$ cat src/rtl/transram_ctrl.sv
`default_nettype none
// ============================================================================
// Module   : transram_ctrl
// Purpose  : Sequencer and output stage for the 8x8 transpose memory of the
//            2-D DCT. Rows are written into memory by row index. Columns are
//            then read back by column index and presented one at a time from
//            a registered valid/ready output stage. Single buffered.
// Revision : 1.0  initial release
// ============================================================================
module transram_ctrl #(
  parameter int DW = 12,
  parameter int CW = 16
) (
  input  logic          clk,
  input  logic          rst,
  input  logic          row_valid_i,
  output logic          row_ready_o,
  output logic          ram_rw_o,
  output logic [2:0]    ram_addr_o,
  input  logic [DW-1:0] ram_out0_i,
  input  logic [DW-1:0] ram_out1_i,
  input  logic [DW-1:0] ram_out2_i,
  input  logic [DW-1:0] ram_out3_i,
  input  logic [DW-1:0] ram_out4_i,
  input  logic [DW-1:0] ram_out5_i,
  input  logic [DW-1:0] ram_out6_i,
  input  logic [DW-1:0] ram_out7_i,
  output logic          col_valid_o,
  input  logic          col_ready_i,
  output logic [DW-1:0] col_data0_o,
  output logic [DW-1:0] col_data1_o,
  output logic [DW-1:0] col_data2_o,
  output logic [DW-1:0] col_data3_o,
  output logic [DW-1:0] col_data4_o,
  output logic [DW-1:0] col_data5_o,
  output logic [DW-1:0] col_data6_o,
  output logic [DW-1:0] col_data7_o,
  output logic [2:0]    col_idx_o,
  output logic          blk_done_o,
  output logic [CW-1:0] blk_cnt_o
);

  typedef enum logic [0:0] {
    ST_WR = 1'b0,
    ST_RD = 1'b1
  } state_t;

  localparam logic [CW-1:0] C_BLK_ONE = CW'(1);

  state_t        state_q;
  logic [2:0]    row_cnt_q;
  logic [2:0]    col_cnt_q;
  logic          col_valid_q;
  logic [DW-1:0] col_data_q [8];
  logic [2:0]    col_idx_q;
  logic          blk_done_q;
  logic [CW-1:0] blk_cnt_q;

  logic [DW-1:0] w_ram_col [8];
  logic          w_accept;
  logic          w_load;
  logic          w_consume;

  assign w_ram_col[0] = ram_out0_i;
  assign w_ram_col[1] = ram_out1_i;
  assign w_ram_col[2] = ram_out2_i;
  assign w_ram_col[3] = ram_out3_i;
  assign w_ram_col[4] = ram_out4_i;
  assign w_ram_col[5] = ram_out5_i;
  assign w_ram_col[6] = ram_out6_i;
  assign w_ram_col[7] = ram_out7_i;

  // A row is taken only in WR; row_valid is ignored in RD so ram_rw can never
  // assert while columns are being read.
  assign w_accept  = (state_q == ST_WR) && row_valid_i;
  assign w_consume = col_valid_q && col_ready_i;
  // The output register may be refilled when empty or when its current
  // column leaves in the same cycle.
  assign w_load    = (state_q == ST_RD) && (!col_valid_q || col_ready_i);

  // Memory-side controls depend only on state, counters and row_valid, so
  // col_ready has no path to row_ready.
  assign row_ready_o = (state_q == ST_WR);
  assign ram_rw_o    = w_accept;
  assign ram_addr_o  = (state_q == ST_WR) ? row_cnt_q : col_cnt_q;

  assign col_valid_o = col_valid_q;
  assign col_data0_o = col_data_q[0];
  assign col_data1_o = col_data_q[1];
  assign col_data2_o = col_data_q[2];
  assign col_data3_o = col_data_q[3];
  assign col_data4_o = col_data_q[4];
  assign col_data5_o = col_data_q[5];
  assign col_data6_o = col_data_q[6];
  assign col_data7_o = col_data_q[7];
  assign col_idx_o   = col_idx_q;
  assign blk_done_o  = blk_done_q;
  assign blk_cnt_o   = blk_cnt_q;

  // Write/read sequencer with the registered column output stage.
  always_ff @(posedge clk or posedge rst) begin
    if (rst) begin
      state_q     <= ST_WR;
      row_cnt_q   <= 3'd0;
      col_cnt_q   <= 3'd0;
      col_valid_q <= 1'b0;
      col_idx_q   <= 3'd0;
      blk_done_q  <= 1'b0;
      blk_cnt_q   <= '0;
      for (int k = 0; k < 8; k++) begin
        col_data_q[k] <= '0;
      end
    end else begin
      blk_done_q <= 1'b0;
      if (w_consume && (col_idx_q == 3'd7)) begin
        blk_done_q <= 1'b1;
        blk_cnt_q  <= blk_cnt_q + C_BLK_ONE;
      end
      // A load below overrides this clear when both happen together.
      if (w_consume) begin
        col_valid_q <= 1'b0;
      end
      case (state_q)
        ST_WR: begin
          if (w_accept) begin
            row_cnt_q <= row_cnt_q + 3'd1;
            if (row_cnt_q == 3'd7) begin
              state_q <= ST_RD;
            end
          end
        end
        ST_RD: begin
          if (w_load) begin
            for (int k = 0; k < 8; k++) begin
              col_data_q[k] <= w_ram_col[k];
            end
            col_idx_q   <= col_cnt_q;
            col_valid_q <= 1'b1;
            col_cnt_q   <= col_cnt_q + 3'd1;
            if (col_cnt_q == 3'd7) begin
              state_q <= ST_WR;
            end
          end
        end
        default: state_q <= ST_WR;
      endcase
    end
  end

endmodule
`default_nettype wire

$ cat config.mk
export PLATFORM = sky130hd
export DESIGN_NAME = transram_ctrl
export DESIGN_NICKNAME = d
export VERILOG_FILES = /design/src/rtl/transram_ctrl.sv
export SDC_FILE = /design/constraint.sdc
export NUM_CORES = 1
export LEC_CHECK = 0
export ABC_AREA = 1
export BUFFER_PORTS_ARGS = -buffer_cell sky130_fd_sc_hd__buf_2
export CORE_MARGIN = 1
export CORE_UTILIZATION = 47
export CTS_CLUSTER_DIAMETER = 40
export DETAILED_ROUTE_END_ITERATION = 10
export PLACE_DENSITY = 0.79
export SYNTH_ARGS = -nofsm -noshare
export SYNTH_HDL_FRONTEND = slang
export SYNTH_SLANG_ARGS = --single-unit
$ cat constraint.sdc
create_clock -name clk -period 4.3 [get_ports clk]
set_clock_uncertainty 0.15 [all_clocks]
set_input_delay 0.43 -clock clk [delete_from_list [all_inputs] [get_ports clk]]
set_output_delay 0.43 -clock clk [all_outputs]
set_load 0.05 [all_outputs]
==> out/qor.txt <==
status -> finished, final reports clean
worst path required time -> 3.72 ns
Final Cycle Share -> 53.1%
Min-Delay Startpoint -> ram_out2_i[2]
placed instance area -> 6310 sq um
post-synth cell types -> 19
I/O pins -> 222
placed cell count -> 711
fin. max-slew vios -> 0
post-DP HPWL -> 7.74 mm
layout cells sized above 1 -> 50.9%
Overall Global Routing Usage -> 23.8%
largest net degree at the start of global routing -> 62
Reg clk slew, reported paths -> 0.06 ns
Worst EP arrival -> 1.70 ns
Logic pwr share -> 50.0%
Crit. End Element -> primary output
Die Wd -> 106 um
Peak supply drop -> 560 uV
Cell Area, Synth -> 5090 sq um
sequential area share after synthesis -> 61.0%
1st-iter DRT viols -> 153
Leakage Power -> 4.05 nW
area leader, netlist -> dfrtp_1
Die ar. -> 11200 sq um
synthesized flop and latch total -> 124
antenna violations before repair -> 0
post-layout instance area -> 7880 sq um
Hold Path Stages -> 2
Die Ht -> 106 um
FMAX -> 438 MHz
starting density of the core -> 48.8%
setup TNS -> 0 ns
top cells by area, synth -> dfrtp_1 61%, mux2_4 13%, mux2_2 12%
CTS sink cnt -> 124
R2R Path End -> col_data1_o[11]
H-tree depth -> 4
Pint -> 0.00383 W
FF-to-FF Start -> col_valid_o
grt ovf -> 0
via count -> 4004
RSZ-0062 raised after global routing -> false
cell count after synthesis -> 363
Routed Antenna Nets -> 0
Post-synth top flop -> dfrtp_1
Hold EP -> col_data2_o[2]
critical path type -> reg -> out
wire per inst -> 15.3 um
Longest Clk Path Bufs -> 2
Post-synth top cells -> 124 x dfrtp_1, 55 x mux2_2, 55 x nand2_1
first-pass GRT wire length -> 20.5 mm
switching power -> 0.00329 W
number of synthesized flops with an enable pin -> 0
clock power share -> 21.7%
Synth top area share -> 61.0%
CP max stage delay -> 0.44 ns
CP Max Fanout -> 7
ys async rst share -> 100%
Worst Hold Class -> in -> reg
CTS root buf -> clkbuf_8
GP Congestion -> 0.760
Worst Reg-to-Reg Cells -> 4
DR vias/cell -> 4.80
# fillers -> 667
worst slew pin tran -> 0.805 ns
# diodes -> 0
Tmin final -> 2.28 ns
total power -> 0.00712 W
vias in the first global route -> 4218
number of gates resized after CTS -> 0
Nets -> 791
Area Overhead vs Synth -> 54.8%
cell mode on critical path -> inv_1
Detailed Route WL -> 12.8 mm
Reg power frac -> 28.3%
yosys warns -> 0
top-count cell post-synth -> dfrtp_1
cell row count -> 37
sw frac -> 46.3%
CP cell instances -> inv_1, nand2_1, inv_1, buf_2
synthesized net count -> 468
I/O Buffers -> 221
cts bufs inserted -> 17
Final Hold Viols -> 0
Critical-path top delay cell -> dfrtp_1
DR pass1 iterations -> 4
clk_lat worst skew -> 0.51 ns
Residual DRC -> 0
CTS tree -> yes
CP Launch Type -> flop
Final setup viols -> 0
final non-filler cell total -> 835
syn_area_per_cell -> 14.0 sq um
flop2flop setup slack -> 2.23 ns
core box area -> 10400 sq um
relative slew slack -> 46.1%
pwr/cell area -> 904 nW/um^2
max_cap viols -> 0
worst max-delay path, delay by kind of cell, from the launching register on:
kind | cells | cell delay [ns]
flip-flops | 1 | 0.44
buffers and inverters | 3 | 0.62
AND/OR/NAND/NOR | 1 | 0.15
flip-flops by register name (all words and copies together) (netlist names), 3 cells and up:
signal	count
col_data2_o	12
col_cnt_q	3
col_data0_o	12
col_data3_o	12
blk_cnt_o	16
col_data5_o	12
col_data6_o	12
col_data4_o	12
col_data7_o	12
col_idx_o	3
row_cnt_q	3
col_data1_o	12
timing repair:
item                                   CTS  global route
endpoints found under the hold margin  143             7
hold buffers                            85             7
setup buffers                            0             0
stage by stage:
| stage | hold WS [ns] | setup WS [ns] | util [%] |
|---|---|---|---|
| floorplan | 0.325 | 0.421 | - |
| global placement | 0.314 | 2.06 | 60.6 |
| detailed placement | 0.334 | 2.02 | 60.6 |
| CTS | 0.0000565 | 1.99 | 74.9 |
| global route | 0.000321 | 1.89 | 75.6 |
| finish | 0.0181 | 2.02 | 75.6 |
layer usage:
layer	share of wire (%)	global-route usage, %
met5	0	0
met4	2.6	9.62
met3	5.6	7.42
met2	55	43.7
met1	37	25.4
layout make-up:
class                      count  area [sq um]  area share, %
clock buffer                  21           459           5.83
clock inverter                11           188           2.38
inverter                      17          66.3          0.842
multi-input combinational    210          1830           23.2
sequential                   124          3100           39.4
tap                          136           170           2.16
timing repair buffer         316          2060           26.2
how the worst max path moves through the flow:
stage / from / depth (start not counted) / endpoint
floorplan: rst / 1 / blk_cnt_o[0]
global placement: col_ready_i / 6 / col_data4_o[11]
detailed placement: col_ready_i / 6 / col_data1_o[11]
CTS: state_q / 4 / ram_rw_o
global route: state_q / 4 / ram_rw_o
finish: state_q / 4 / ram_rw_o
kinds of logic (layout without fill, tap and decap cells):
family	Yosys count	in the layout	share of synthesized area, %
fa+ha+maj	5	5	1.23
compound gates	8	8	0.836
buf+inv	29	365	3.17
flops	124	124	61.0
xor+xnor	9	9	1.55
simple gates	90	90	7.33
mux	98	98	24.9
cell usage in the layout, fill, tap and decap left out:
cell and count:
dlygate4sd3_1 92, inv_4 1, buf_4 2, ha_1 5, mux2_4 43, a21oi_1 2, inv_1 16, nand3_1 5
clkbuf_1 1, bufinv_16 5, clkinv_4 1, buf_2 221, clkbuf_16 16, nand3b_1 4, inv_6 1, mux2_2 55
clkinv_2 4, buf_12 1, a21o_1 1, nor3_1 3, nand2_4 1, nand2_1 55, dfrtp_1 124, nand4_1 2
nor2_1 19, nand2_2 1, clkbuf_8 4, xor2_1 5, o21ai_0 5, xnor2_1 4
power groups by stage:
stage	combinational (W)	sequential, W	clock, W
global placement	0.00343	0.00199	0
CTS	0.00355	0.00201	0.00157
finish	0.00356	0.00202	0.00154
floorplan	0.000983	0.00374	0
detailed placement	0.00349	0.00200	0
global route	0.00370	0.00208	0.00163
(Power assumes the default switching activity.)
